### src/rtl/circuit1_input_debounce_pkg.sv
// Shared types and default sizing for the circuit1 input conditioning stage.
package circuit1_pkg;

   typedef enum logic {
      ST_STABLE  = 1'b0,
      ST_PENDING = 1'b1
   } deb_state_t;

   localparam int DEB_WIDTH         = 3;
   localparam int DEB_STABLE_CYCLES = 4;
   localparam int DEB_CNT_W         = 2;

endpackage : circuit1_pkg

### src/rtl/circuit1_input_debounce_if.sv
// Raw-level input and conditioned-level output bundle of the debounce stage.
interface circuit1_input_debounce_if
   import circuit1_pkg::*;
#(
   parameter int WIDTH = DEB_WIDTH
);

   logic [WIDTH-1:0] raw_in;
   logic [WIDTH-1:0] clean_out;
   logic             changed;
   logic             busy;

   modport master (
      output raw_in,
      input  clean_out,
      input  changed,
      input  busy
   );

   modport slave (
      input  raw_in,
      output clean_out,
      output changed,
      output busy
   );

endinterface : circuit1_input_debounce_if

### src/rtl/circuit1_input_debounce_channel.sv
// One debounce channel: 2-flop synchronizer feeding a stability-counter FSM.
module debounce_channel
   import circuit1_pkg::*;
#(
   parameter int STABLE_CYCLES = DEB_STABLE_CYCLES,
   parameter int CNT_W         = DEB_CNT_W
) (
   input  logic clk,
   input  logic rst_n,
   input  logic raw,
   output logic clean,
   output logic upd,
   output logic pending
);

   localparam logic [CNT_W-1:0] CNT_LAST = CNT_W'(STABLE_CYCLES - 1);

   logic             r_s1;
   logic             r_s2;
   logic             r_clean;
   deb_state_t       r_state;
   logic [CNT_W-1:0] r_cnt;

   deb_state_t       w_state_nxt;
   logic [CNT_W-1:0] w_cnt_nxt;
   logic             w_clean_nxt;
   logic             w_upd;

   // NOTE: state uses non-blocking assignments so every flop samples pre-edge values.
   always_ff @(posedge clk) begin
      if (!rst_n) begin
         r_s1    <= 1'b0;
         r_s2    <= 1'b0;
         r_clean <= 1'b0;
         r_state <= ST_STABLE;
         r_cnt   <= '0;
      end else begin
         r_s1    <= raw;
         r_s2    <= r_s1;
         r_clean <= w_clean_nxt;
         r_state <= w_state_nxt;
         r_cnt   <= w_cnt_nxt;
      end
   end

   // NOTE: defaults first so no path through this block can infer a latch.
   always_comb begin
      w_state_nxt = r_state;
      w_cnt_nxt   = r_cnt;
      w_clean_nxt = r_clean;
      w_upd       = 1'b0;
      unique case (r_state)
         ST_STABLE: begin
            if (r_s2 != r_clean) begin
               w_state_nxt = ST_PENDING;
               w_cnt_nxt   = CNT_W'(1);
            end else begin
               w_cnt_nxt   = '0;
            end
         end
         ST_PENDING: begin
            if (r_s2 == r_clean) begin
               w_state_nxt = ST_STABLE;
               w_cnt_nxt   = '0;
            end else if (r_cnt == CNT_LAST) begin
               // Final qualifying sample: accept the new level and clear for the next event.
               w_state_nxt = ST_STABLE;
               w_cnt_nxt   = '0;
               w_clean_nxt = r_s2;
               w_upd       = 1'b1;
            end else begin
               w_cnt_nxt   = r_cnt + CNT_W'(1);
            end
         end
      endcase
   end

   assign clean   = r_clean;
   assign upd     = w_upd;
   assign pending = (r_state == ST_PENDING);

endmodule : debounce_channel

### src/rtl/circuit1_input_debounce.sv
// Debounce front end for circuit1 a/b/c: per-bit channels plus shared changed/busy flags.
module circuit1_input_debounce
   import circuit1_pkg::*;
#(
   parameter int WIDTH         = DEB_WIDTH,
   parameter int STABLE_CYCLES = DEB_STABLE_CYCLES,
   parameter int CNT_W         = DEB_CNT_W
) (
   input  logic                       clk,
   input  logic                       rst_n,
   circuit1_input_debounce_if.slave   bus
);

   logic [WIDTH-1:0] w_clean;
   logic [WIDTH-1:0] w_upd;
   logic [WIDTH-1:0] w_pending;
   logic             r_changed;

   generate
      for (genvar gi = 0; gi < WIDTH; gi++) begin : g_ch
         debounce_channel #(
            .STABLE_CYCLES (STABLE_CYCLES),
            .CNT_W         (CNT_W)
         ) u_ch (
            .clk     (clk),
            .rst_n   (rst_n),
            .raw     (bus.raw_in[gi]),
            .clean   (w_clean[gi]),
            .upd     (w_upd[gi]),
            .pending (w_pending[gi])
         );
      end
   endgenerate

   // Registered alongside clean, so the pulse lines up with the cycle the new level appears.
   always_ff @(posedge clk) begin
      if (!rst_n) begin
         r_changed <= 1'b0;
      end else begin
         r_changed <= |w_upd;
      end
   end

   assign bus.clean_out = w_clean;
   assign bus.changed   = r_changed;
   assign bus.busy      = |w_pending;

endmodule : circuit1_input_debounce
### src/flat_wrapper.sv
// flat-port wrapper written by rule: the top's interface ports become plain ports
module circuit1_input_debounce_flat import circuit1_pkg::*;
#(
   parameter int WIDTH         = DEB_WIDTH,
   parameter int STABLE_CYCLES = DEB_STABLE_CYCLES,
   parameter int CNT_W         = DEB_CNT_W
)
  (clk, rst_n, bus_raw_in, bus_clean_out, bus_changed, bus_busy);
  circuit1_input_debounce_if #(.WIDTH(WIDTH)) bus_i ();
  input  logic clk;
  input  logic rst_n;
  input wire logic [$bits(bus_i.raw_in)-1:0] bus_raw_in;
  output wire logic [$bits(bus_i.clean_out)-1:0] bus_clean_out;
  output wire logic [$bits(bus_i.changed)-1:0] bus_changed;
  output wire logic [$bits(bus_i.busy)-1:0] bus_busy;
  assign bus_i.raw_in = bus_raw_in;
  assign bus_clean_out = bus_i.clean_out;
  assign bus_changed = bus_i.changed;
  assign bus_busy = bus_i.busy;
  circuit1_input_debounce #(.WIDTH(WIDTH), .STABLE_CYCLES(STABLE_CYCLES), .CNT_W(CNT_W)) u_core (.clk(clk), .rst_n(rst_n), .bus(bus_i));
endmodule
### config.mk
export PLATFORM = sky130hd
export DESIGN_NAME = circuit1_input_debounce_flat
export DESIGN_NICKNAME = d
export VERILOG_FILES = /design/src/rtl/circuit1_input_debounce_pkg.sv /design/src/rtl/circuit1_input_debounce_if.sv /design/src/rtl/circuit1_input_debounce_channel.sv /design/src/rtl/circuit1_input_debounce.sv /design/src/flat_wrapper.sv
export SDC_FILE = /design/constraint.sdc
export NUM_CORES = 1
export LEC_CHECK = 0
export ABC_CLOCK_PERIOD_IN_PS = 1800
export CORE_UTILIZATION = 54
export CTS_CLUSTER_DIAMETER = 40
export CTS_CLUSTER_SIZE = 8
export DETAILED_ROUTE_END_ITERATION = 10
export GPL_TIMING_DRIVEN = 1
export PLACE_DENSITY = 0.85
export SLEW_MARGIN = 20
export SYNTH_ARGS = -nofsm -noshare
export SYNTH_HDL_FRONTEND = slang
export SYNTH_SLANG_ARGS = --single-unit
export TNS_END_PERCENT = 5
### constraint.sdc
create_clock -name clk -period 1.8 [get_ports clk]
set_input_delay 0.36 -clock clk [delete_from_list [all_inputs] [get_ports clk]]
set_output_delay 0.36 -clock clk [all_outputs]
set_load 0.01 [all_outputs]
==> impl_summary.md <==
Run status
The flow ran to the end, and the final reports show no timing, DRC or antenna violations.

Clock tree
Clock-pin slew was measured on the worst setup and hold paths at ~0.1 ns. For the worst-skew pair, the clock arrives at the later sink with an insertion delay of 0.29 ns. The total number of clock tree sinks is 19.

The clock tree root buffer cell is clkbuf_4. The TritonCTS clock tree is yes. The total CTS buffers is 3.

The maximum clock path buffer count is 2. The count of hold-fix buffers inserted at cts is 0. The H-tree depth is 1.

Flow run
Max-cap violations in this run came to 0.

Drt
The total wirelength of the detailed-routed design is 1.05 mm. The ratio of routed vias to standard cells is roughly 5.2. The first TritonRoute pass finished after 3 iterations. The vias after detailed routing is just under 500. In the final routed layout, each cell accounts on average for roughly 11 um.

The number of remaining DRC errors is 0. The number of nets with antenna violations after routing is 0. For this block, the initial DRC count from the detailed router was 3.

Place
The detailed-placement wirelength estimate is about 800 um. The count of buffers added on input and output ports is 9. At the placement stage, the worst setup path has a slack of ~0.24 ns. The number of cells after detailed placement is 89. The final RePlAce weighted congestion is between 0.6 and 0.7.

Timing
The worst setup skew after layout is 0.00182 ns. In the finished design, the share of the clock period the worst path needs comes to 93.5%. The time the final worst path needs with I/O delays and setup is ~1.7 ns. For the pin with the worst max-slew slack, the measured transition is roughly 0.23 ns. The number of hold violations in the final report is 0.

Headroom to the max-slew limit came out at 84.4%. The worst hold margin is about 0.44 ns. After layout, the worst setup slack is 0.117 ns.

Setup violations remaining at the end of the flow were counted as 0. After routing, the total negative slack on setup checks comes to 0 ns. Setup repair after global routing left no endpoint under its margin.

The achievable frequency is 594 MHz. The count of pins over their slew limit is 0.

Setup path
The worst setup path is launched from a flip-flop. The most critical setup path has its startpoint at u_core.g_ch[2].u_ch.pending. The critical path is of the reg -> out type.

For the worst setup path, the data required time is about 1.4 ns. STA classifies the critical path endpoint as a primary output. The worst-path maximum fanout is 7.

The worst endpoint data arrival time is around 1.3 ns. The reg-to-reg startpoint is u_core.g_ch[2].u_ch.r_cnt[0].

Cells and area
The area growth from synthesis to final layout is 16.0%. The number of diodes is 0. In the final design database the tool counted a little under 90 nets. The number of fill cells in the layout is 90.

The proportion of layout cells with a drive suffix above 1 is between 10% and 20%. The leading cell type in the layout, fill and taps excluded is dfxtp_1. The final non-filler cell total is between 90 and 100. In the layout the commonest cells are 19 x dfxtp_1, 12 x nand2_1, 8 x clkdlybuf4s50_1.

Worst hold path
The startpoint of the lowest-slack hold path is u_core.g_ch[0].u_ch.r_s1. The type of the most critical hold path is reg -> reg.

Floorplanning
The number of placement rows is 12. For this design the top-level I/O count stands at 10. The area of the die is around 1500 sq um. The die is 38.1 um tall. The horizontal die dimension is approximately 38 um. The core region is 1160 sq um. For this configuration, the core starts out at a cell density of around three fifths.

Global route
The via count of the first global-routing pass is between 400 and 500. The global-route wire length before repair is 1.77 mm. The overflow left after global routing is 0. Across every metal layer, demand over resource in global routing totals 18.1%. Entering global routing, the biggest net connects 18 pins.

The initial antenna violation count is 0.

Power
The worst-case IR drop observed on VDD is roughly 0.59 mV. For this design the static power due to leakage is between 0.0003 and 0.0004 uW. In this run, the combinational gates consume about 4.6% of the power.

The total chip power is just under 700 uW. The register share of total power is approximately two thirds. The analysis attributes to net switching a power of approximately 140 uW. The power density of the placed cells is about 820 nW/um^2. The clock network fraction of total power is a little under a third. Of the total power, the share spent switching nets is about a fifth. The internal cell power is about 530 uW.

Yosys
Summing every instance area after synthesis gives 704 sq um. The number of warning messages in the yosys log is 0. When the netlist entered floorplanning its net count stood at 77. The number of different library cells used by synthesis comes to 17.

Sequential elements use 54.0% of the synthesized area. The average instance in the mapped netlist occupies ~10 sq um. The cell count after synthesis is a little under 70.

The register bit count reported by yosys is 19.
[repair_timing]
action,4_1_cts,5_1_grt
gates resized for setup,1,0
buffers inserted,0,0
endpoints found under the hold margin,0,0
setup endpoints to repair,1,0
[synth_stat cells]
cell / count / area (sq um)
nand4_1: 2 / 12.5
nor3_2: 3 / 30.0
or3_1: 1 / 6.26
dfxtp_1: 19 / 380
o211ai_2: 1 / 12.5
xor2_1: 3 / 26.3
nand2_1: 12 / 45.0
and3_2: 2 / 15.0
a21boi_0: 3 / 22.5
buf_4: 3 / 22.5
clkbuf_2: 1 / 5.00
o21ai_0: 3 / 15.0
and2_1: 6 / 37.5
a21oi_1: 3 / 15.0
and3_1: 1 / 6.26
ha_1: 3 / 37.5
nand3_1: 3 / 15.0
[critical path: stages, from the launching register on]
cell and delay [ns]:
dfxtp_1 0.37, or3_1 0.37, dlygate4sd2_1 0.29
[final timing paths]
| kind | to | slack [ns] | cells after the start |
|---|---|---|---|
| max | bus_busy | 0.12 | 2 |
| min reg2reg | u_core.g_ch[0].u_ch.r_s2 | 0.44 | 1 |
| min | u_core.g_ch[0].u_ch.r_s2 | 0.44 | 1 |
| max reg2reg | u_core.g_ch[2].u_ch.r_cnt[0] | 0.74 | 3 |
[layer usage]
metal / global-route usage [%] / vias up / routed length (um)
li1: - / 253 / -
met1: 21.8 / 225 / 495
met2: 29.7 / 6 / 504
met3: 6.98 / 2 / 32
met4: 5.36 / 0 / 14
met5: 0 / - / 0
[area by class of cell]
type / count / area, sq um / share of cell area [%]
repair buffers: 10 / 96.3 / 11.8
clock buffers: 4 / 26.3 / 3.22
multi-input cells: 46 / 297 / 36.3
flip-flops and latches: 19 / 380 / 46.6
well taps: 14 / 17.5 / 2.14
[stage by stage]
stage	area (sq um)	utilization, %
floorplan	704	-
CTS	817	70.7
detailed placement	792	68.5
finish	817	70.7
global route	817	70.7
global placement	792	68.5
[cells by family after synthesis]
group | after synthesis | share of synthesized area, %
AND/OR/NAND/NOR | 30 | 23.8
flip-flops | 19 | 54.0
AO/OA/AOI/OAI | 10 | 9.23
buffers and inverters | 4 | 3.91
XOR/XNOR | 3 | 3.73
adder cells (fa/ha/maj) | 3 | 5.33
[flip-flops by register name, summed over array words and instances, names as in the netlist]
name,count
u_core.g_ch.u_ch.pending,3
u_core.g_ch.u_ch.r_cnt,6
u_core.bus.changed,1
u_core.g_ch.u_ch.clean,3
u_core.g_ch.u_ch.r_s1,3
u_core.g_ch.u_ch.r_s2,3
[power groups by stage]
| stage | clock network [uW] | logic [uW] | registers, uW |
|---|---|---|---|
| floorplan | 0 | 15.5 | 444 |
| global placement | 0 | 31.5 | 446 |
| detailed placement | 0 | 32.8 | 446 |
| CTS | 216 | 31.8 | 436 |
| global route | 232 | 35.0 | 438 |
| finish | 207 | 30.9 | 436 |
Note: power is estimated with default switching activity, not from simulation.
